==> config.mk <==
export PLATFORM = sky130hd
export DESIGN_NAME = mod_mul_pipe_flat
export DESIGN_NICKNAME = d
export VERILOG_FILES = /design/src/rtl/ntt_pkg.sv /design/src/rtl/mod_mul_pipe_if.sv /design/src/rtl/barrett_qest.sv /design/src/rtl/mod_mul_pipe.sv /design/src/flat_wrapper.sv
export SDC_FILE = /design/constraint.sdc
export NUM_CORES = 1
export LEC_CHECK = 0
export ABC_AREA = 1
export BUFFER_PORTS_ARGS = -buffer_cell sky130_fd_sc_hd__buf_2
export CAP_MARGIN = 20
export CORE_ASPECT_RATIO = 0.75
export CORE_UTILIZATION = 56
export DETAILED_ROUTE_END_ITERATION = 12
export GPL_ROUTABILITY_DRIVEN = 0
export GPL_TIMING_DRIVEN = 1
export PLACE_DENSITY = 0.84
export SYNTH_ARGS = -nofsm -noshare
export SYNTH_HDL_FRONTEND = slang
export SYNTH_SLANG_ARGS = --single-unit
==> constraint.sdc <==
create_clock -name clk -period 8.9 [get_ports clk]
set_input_delay 2.67 -clock clk [delete_from_list [all_inputs] [get_ports clk]]
set_output_delay 2.67 -clock clk [all_outputs]
set_load 0.05 [all_outputs]
==> src/rtl/ntt_pkg.sv <==
// Shared constants and types for the q = 3329 modular arithmetic datapath.
// Exports Q, MU (Barrett constant, k = 32), COEF_W, coef_t and prod_t.
package ntt_pkg;

  localparam int COEF_W = 12;

  localparam logic [11:0] Q  = 12'd3329;
  localparam logic [31:0] MU = 32'h0013AFB7;

  typedef logic [COEF_W-1:0] coef_t;
  typedef logic [31:0]       prod_t;

endpackage

==> src/rtl/mod_mul_pipe_if.sv <==
// Valid/ready stream bundle for mod_mul_pipe: operand pair + tag in,
// residue + tag out. master = producer/consumer side, slave = the multiplier.
interface mod_mul_pipe_if #(
  parameter int TAG_W = 8
);
  import ntt_pkg::*;

  logic             in_valid;
  logic             in_ready;
  coef_t            in_a;
  coef_t            in_b;
  logic [TAG_W-1:0] in_tag;
  logic             out_valid;
  logic             out_ready;
  coef_t            out_res;
  logic [TAG_W-1:0] out_tag;

  modport master (
    output in_valid, in_a, in_b, in_tag, out_ready,
    input  in_ready, out_valid, out_res, out_tag
  );

  modport slave (
    input  in_valid, in_a, in_b, in_tag, out_ready,
    output in_ready, out_valid, out_res, out_tag
  );

endinterface

==> src/rtl/barrett_qest.sv <==
// Combinational Barrett quotient estimate: qe = (c * MU) >> 32.
// Ports: c (prod_t) in, qe (prod_t) out.
module barrett_qest
  import ntt_pkg::*;
(
  input  prod_t c,
  output prod_t qe
);

  assign qe = 32'(({32'd0, c} * {32'd0, MU}) >> 32);

endmodule

==> src/rtl/mod_mul_pipe.sv <==
// 3-stage pipelined (a*b) mod 3329 with Barrett reduction and tag passthrough.
// Ports: clk, rst_n, bus (mod_mul_pipe_if.slave); range_err if MODMUL_RANGE_CHECK_EN.
module mod_mul_pipe
  import ntt_pkg::*;
#(
  parameter int TAG_W = 8
) (
  input  logic clk,
  input  logic rst_n,
`ifdef MODMUL_RANGE_CHECK_EN
  output logic range_err,
`endif
  mod_mul_pipe_if.slave bus
);

  logic             en;
  logic             v1_q, v1_d, v2_q, v2_d, v3_q, v3_d;
  prod_t            c1_q, c1_d, c2_q, c2_d;
  prod_t            qe2_q, qe2_d, qe;
  logic [TAG_W-1:0] tag1_q, tag1_d, tag2_q, tag2_d;
  logic [TAG_W-1:0] tag3_q, tag3_d;
  coef_t            res3_q, res3_d;
  logic [12:0]      t;

  barrett_qest u_qest (
    .c  (c1_q),
    .qe (qe)
  );

  // Quotient error is at most 1, so one subtract lands in [0, Q-1].
  always_comb begin
    t = 13'(c2_q - qe2_q * 32'(Q));
  end

  always_comb begin
    en     = !v3_q || bus.out_ready;
    v1_d   = v1_q;
    v2_d   = v2_q;
    v3_d   = v3_q;
    c1_d   = c1_q;
    c2_d   = c2_q;
    qe2_d  = qe2_q;
    tag1_d = tag1_q;
    tag2_d = tag2_q;
    tag3_d = tag3_q;
    res3_d = res3_q;
    if (en) begin
      v1_d = bus.in_valid;
      v2_d = v1_q;
      v3_d = v2_q;
      if (bus.in_valid) begin
        c1_d   = prod_t'(bus.in_a) * prod_t'(bus.in_b);
        tag1_d = bus.in_tag;
      end
      if (v1_q) begin
        c2_d   = c1_q;
        qe2_d  = qe;
        tag2_d = tag1_q;
      end
      if (v2_q) begin
        res3_d = (t >= 13'(Q)) ? 12'(t - 13'(Q)) : t[11:0];
        tag3_d = tag2_q;
      end
    end
  end

  always_ff @(posedge clk or negedge rst_n) begin
    if (!rst_n) begin
      v1_q   <= 1'b0;
      v2_q   <= 1'b0;
      v3_q   <= 1'b0;
      c1_q   <= '0;
      c2_q   <= '0;
      qe2_q  <= '0;
      tag1_q <= '0;
      tag2_q <= '0;
      tag3_q <= '0;
      res3_q <= '0;
    end else begin
      v1_q   <= v1_d;
      v2_q   <= v2_d;
      v3_q   <= v3_d;
      c1_q   <= c1_d;
      c2_q   <= c2_d;
      qe2_q  <= qe2_d;
      tag1_q <= tag1_d;
      tag2_q <= tag2_d;
      tag3_q <= tag3_d;
      res3_q <= res3_d;
    end
  end

  assign bus.in_ready  = en;
  assign bus.out_valid = v3_q;
  assign bus.out_res   = res3_q;
  assign bus.out_tag   = tag3_q;

`ifdef MODMUL_RANGE_CHECK_EN
  logic rerr_q, rerr_d;

  always_comb begin
    rerr_d = rerr_q
           | (bus.in_valid && en
              && (bus.in_a >= Q || bus.in_b >= Q));
  end

  always_ff @(posedge clk or negedge rst_n) begin
    if (!rst_n) rerr_q <= 1'b0;
    else        rerr_q <= rerr_d;
  end

  assign range_err = rerr_q;
`endif

endmodule

==> src/flat_wrapper.sv <==
// flat-port wrapper written by rule: the top's interface ports become plain ports
module mod_mul_pipe_flat import ntt_pkg::*;
#(
  parameter int TAG_W = 8
)
  (clk, rst_n, bus_in_valid, bus_in_a, bus_in_b, bus_in_tag, bus_out_ready, bus_in_ready, bus_out_valid, bus_out_res, bus_out_tag);
  mod_mul_pipe_if #(.TAG_W(TAG_W)) bus_i ();
  input  logic clk;
  input  logic rst_n;
  input wire logic [$bits(bus_i.in_valid)-1:0] bus_in_valid;
  input wire logic [$bits(bus_i.in_a)-1:0] bus_in_a;
  input wire logic [$bits(bus_i.in_b)-1:0] bus_in_b;
  input wire logic [$bits(bus_i.in_tag)-1:0] bus_in_tag;
  input wire logic [$bits(bus_i.out_ready)-1:0] bus_out_ready;
  output wire logic [$bits(bus_i.in_ready)-1:0] bus_in_ready;
  output wire logic [$bits(bus_i.out_valid)-1:0] bus_out_valid;
  output wire logic [$bits(bus_i.out_res)-1:0] bus_out_res;
  output wire logic [$bits(bus_i.out_tag)-1:0] bus_out_tag;
  assign bus_i.in_valid = bus_in_valid;
  assign bus_i.in_a = bus_in_a;
  assign bus_i.in_b = bus_in_b;
  assign bus_i.in_tag = bus_in_tag;
  assign bus_i.out_ready = bus_out_ready;
  assign bus_in_ready = bus_i.in_ready;
  assign bus_out_valid = bus_i.out_valid;
  assign bus_out_res = bus_i.out_res;
  assign bus_out_tag = bus_i.out_tag;
  mod_mul_pipe #(.TAG_W(TAG_W)) u_core (.clk(clk), .rst_n(rst_n), .bus(bus_i));
endmodule
# ---- Word level (Yosys, flattened, before mapping)
# Cells that the tools add are included.
dict set report op_classes {
  add_sub_neg 2
  n_mux 1
  n_mul 3
  reduce_logical 5
  order_cmp 1
}
# op n
set ops {}
lappend ops {{$mul A24 B21 Y45 const B} 1}
lappend ops {{$mul A12 B12 Y24} 1}
lappend ops {{$mul A21 B12 Y13 const B} 1}
lappend ops {{$ge A13 B12 Y1 const B} 1}
lappend ops {{$sub A13 B13 Y13} 1}
lappend ops {{$mux W12} 1}
lappend ops {{$sub A12 B12 Y12 const B} 1}
lappend ops {{$reduce_and A2 Y1} 3}
lappend ops {{$logic_not A1 Y1} 1}
lappend ops {{$logic_or A1 B1 Y1} 1}
dict set report word_totals {
  output_inout_bits 22
  wordCells 22
  input_bits 36
  register_bits 97
}

# ---- Logic depth before layout (Yosys ltp)
dict set report depth {
  depth_word 4
  mapped_depth 27
}

# ---- By module
# A second synthesis with hierarchy kept.
dict set report hier_totals {
  hier_cells 3001
  area_unflattened_um2 24099.4
}
# mod cells_per_inst n_inst seq_area_each_um2 area_per_inst_um2
set by_module_without_submodules {}
lappend by_module_without_submodules {barrett_qest 1734 1 0.0 14104.8}
lappend by_module_without_submodules {mod_mul_pipe 1267 1 2227.1 9994.6}

# ---- Worst setup path after synthesis
# Ideal clock, no wire load.
dict set report synth_timing {
  path_type {in2reg}
  start {in bus_in_a[11]}
  end {reg u_core.c1_q[20]}
  required_ns 8.769
  setup_time_ns 0.131
  path_stages 24
  arrival_time_ns 6.988
  path_slack_ns 1.781
  path_cell_list {clkbuf_1 nand2_1 fa_1 inv_1 fa_1 inv_1 fa_1 inv_1 fa_1 inv_1 fa_1 inv_1 ha_1 nand2_1 nor2_1 nand4_1 nand3_1 a21oi_1 o21bai_1 nand2_1 nand2_1 nand2_1 nand3_1 o21ai_0}
}
dict set report synth_between {
  elab_chain_len 1
}
# item line_no
set synth_rtl {}
lappend synth_rtl {{start, declared} flat_wrapper.sv:11} ;# input wire logic [$bits(bus_i.in_a)-1:0] bus_in_a;
lappend synth_rtl {{$mul A12 B12 Y24} mod_mul_pipe.sv:52} ;# c1_d = prod_t'(bus.in_a) * prod_t'(bus.in_b);
lappend synth_rtl {{end signal, assigned} mod_mul_pipe.sv:72} ;# c1_q <= '0;
lappend synth_rtl {{end signal, assigned} mod_mul_pipe.sv:83} ;# c1_q <= c1_d;
lappend synth_rtl {{end, declared} mod_mul_pipe.sv:18} ;# prod_t c1_q, c1_d, c2_q, c2_d;
# No other way between the ends.
# A chain may end at the register's enable or synchronous reset.

# ---- Worst setup path in the final report
dict set report layout_timing {
  start {in bus_in_b[3]}
  end {reg u_core.c1_q[20]}
}
dict set report layout_between {
  elab_chain_len 1
}
# item line_no
set layout_rtl {}
lappend layout_rtl {{start, declared} flat_wrapper.sv:12} ;# input wire logic [$bits(bus_i.in_b)-1:0] bus_in_b;
lappend layout_rtl {{$mul A12 B12 Y24} mod_mul_pipe.sv:52}
# No other way between the ends.

==> flow_metrics.tcl <==
set metrics [dict create \
    min_from "u_core.v2_q" \
    start_util_pct 56.86 \
    num-fill-cells 2838 \
    crit_path_frequent_cell "nand2_1" \
    synth-seq-area-share_pct 11.29 \
    max_stage_delay_ps 550 \
    vias 15830 \
    synthMostInstantiatedCell "inv_1" \
    required_ps 9120 \
    post_drt_wl_per_cell_um 17.62 \
    finalSetupViolCount 0 \
    placedInstanceArea_um2 20430 \
    area_growth_pct 5.182 \
    max-slew-margin-rel_pct 39.67 \
    cts_tree "built" \
    die-area_um2 35990 \
    pin_count 58 \
    drtIter0Drc 1790 \
    hpwl_um 43390 \
    chipHeight_um 164.6 \
    rsz0062_at_grt "false" \
    synth_edf_count 0 \
    cts-root-buf "clkbuf_16" \
    whs_endpoint "u_core.bus.out_valid" \
    die_w_um 218.7 \
    reg2regPathDepth 23 \
    drc 0 \
    hp-class "reg2reg" \
    clk_path_buf_depth 2 \
    grt_max_degree 67 \
    seqCellArea_um2 2227 \
    clkLatencyLatePin_ps 360 \
    synth_common_cells "inv_1 (547), nand2_1 (522), fa_1 (335)" \
    post-route-cell-area_um2 20750 \
    hold_viol_final 0 \
    core_um2 34700 \
    syn_inst 2334 \
    path_clk_slew_ps 70 \
    cts_num_sinks 89 \
    synthFlopType "dfrtp_1" \
    drtPass1Iterations 6 \
    synth-seq-cells 89 \
    cts_setup_buffers 0 \
    skew_ps 7.097 \
    critical_path_arrival_ps 7440 \
    wl_um 49810 \
    finalMaxSlewViolations 0 \
    crit_chain "buf_2 > nand2_1 > fa_1 > inv_1 > fa_1 > inv_1 > fa_1 > fa_1 > inv_1 > fa_1 > ha_1 > nand2_1 > o21ai_0 > nand2_1 > nand3_1 > a21oi_1 > o21bai_1 > nand2_1 > nand2_1 > nand2_1 > nand3_1 > o21ai_0" \
    crit_slowest_cell "fa_1" \
    syn_area_per_cell_um2 8.453 \
    yosys.area.top_type "fa_1" \
    multi_input_area_um2 15240 \
    fin_crit_ps 7221 \
    dpl_worst_slack_ps 1397 \
    grt_pass1_vias 15780 \
    fin_ws_ps 1679 \
    ys_async_sr_fraction_pct 100.0 \
    ant_nets 0 \
    antenna_found_initial 2 \
    reg2reg_from "u_core.c1_q[11]" \
    port-buffer-count 57 \
    max_freq_ghz 0.1385 \
    r2r-end "u_core.qe2_q[8]" \
    ys_warn_count 0 \
    grt_usage_pct 28.70 \
    grt_overflow 0 \
    rows 59 \
    maxCapViolCount 0 \
    synth_top_area_share_pct 33.99 \
    cts_buffers 9 \
    netlist-cell-type-count 42 \
    critical_path.top_delay_family "adder cells" \
    critPathLaunchType "primary input" \
    cts_hold_buf 0 \
    status "completed" \
    cts.htree.levels 3 \
    crit_type "in2reg" \
    viasPerCell 5.600 \
    final_nets 3043 \
    r2r_setup_slack_ps 2230 \
    cp_num_buf_inv 4 \
    fin_crit_sh_pct 81.13 \
    critPathCaptureType "flop" \
    crit_fanout 12 \
    synthTopCellsByArea "fa_1 (34%), ha_1 (20%), dfrtp_1 (11%)" \
    cts_resized 0 \
    syn_nets 3014 \
    worst_pin_slew_ps 904.0 \
    holdPathStages 2 \
    grt_pass1_wl_um 80010 \
    drive_gt1_share_pct 5.194 \
    fin_tns_setup_ps 0 \
    netlist_area_um2 19730 \
]
==> sequential cells by signal (all words and copies together) (netlist names) <==
register,count
u_core.c1_q,24
u_core.c2_q,13
u_core.qe2_q,13
u_core.bus.out_res,12
u_core.bus.out_tag,8
u_core.tag1_q,8
u_core.tag2_q,8
u_core.bus.out_valid,1
u_core.v1_q,1
u_core.v2_q,1
==> per-stage QoR <==
stage	utilization [%]	std cells	hold slack [ps]
floorplan	-	2334	431.7
global placement	58.89	2809	447.5
detailed placement	58.89	2809	445.5
CTS	59.79	2825	461.6
global route	59.79	2825	494.3
finish	59.81	2827	459.6
==> metal layers <==
metal	vias up	global-route usage, %	wire (um)
li1	7209	-	-
met1	7688	39.02	20430
met2	846	44.91	22660
met3	87	8.306	5792
met4	0	7.607	924
met5	-	0	0
==> how the worst max path moves through the flow <==
stage                  from              end  slack, ps  cells past startpoint
2_1_floorplan  bus_in_a[11]  u_core.c1_q[20]       1780                     24
3_3_place_gp    bus_in_b[3]  u_core.c1_q[20]       1530                     24
3_5_place_dp    bus_in_b[3]  u_core.c1_q[20]       1400                     24
4_1_cts         bus_in_b[3]  u_core.c1_q[20]       1780                     24
5_1_grt         bus_in_b[3]  u_core.c1_q[20]       1470                     22
6_report        bus_in_b[3]  u_core.c1_q[20]       1680                     22
==> logic make-up after synthesis <==
kind of cell	share of synthesized area [%]
and+or+nand+nor	16.17
adders and majority gates	53.59
buffers and inverters	11.47
AOI/OAI and AO/OA	5.720
DFF	11.29
xor gates and xnor gates	1.763
==> worst reg2reg max path, stage by stage, from the launching register on <==
cell	delay, ps
dfrtp_1	690
inv_1	250
fa_1	700
inv_1	120
fa_1	510
inv_1	50
fa_1	500
inv_1	60
fa_1	560
fa_1	440
fa_1	410
fa_1	440
ha_1	350
nand2_1	120
nor2_1	210
inv_1	100
nor2_1	180
inv_1	90
nor3_1	260
nand4_1	180
nand3_1	120
nand2_1	50
nand3_1	110
nand2_1	60
==> layout by cell type (no fill, tap or decap), types with 19 or more instances in the layout <==
cell type,instances
nor2_1,96
o21ai_0,81
nand2_2,19
nand2_1,522
nand3_1,57
inv_1,547
dfrtp_1,89
buf_2,56
a21oi_1,71
fa_1,335
nand4_1,37
ha_1,309
==> area by class of cell <==
class | instances | share of cell area, %
Inverter | 553 | 10.00
Antenna cell | 2 | 0.02412
Tap cell | 457 | 2.755
Multi-Input combinational cell | 1649 | 73.45
Timing Repair Buffer | 61 | 1.532
Clock inverter | 6 | 0.3557
Sequential cell | 89 | 10.73
Clock buffer | 10 | 1.152
Power is not shown: default switching activity piles up to over one toggle a cycle in this logic, so the estimate is an artifact.
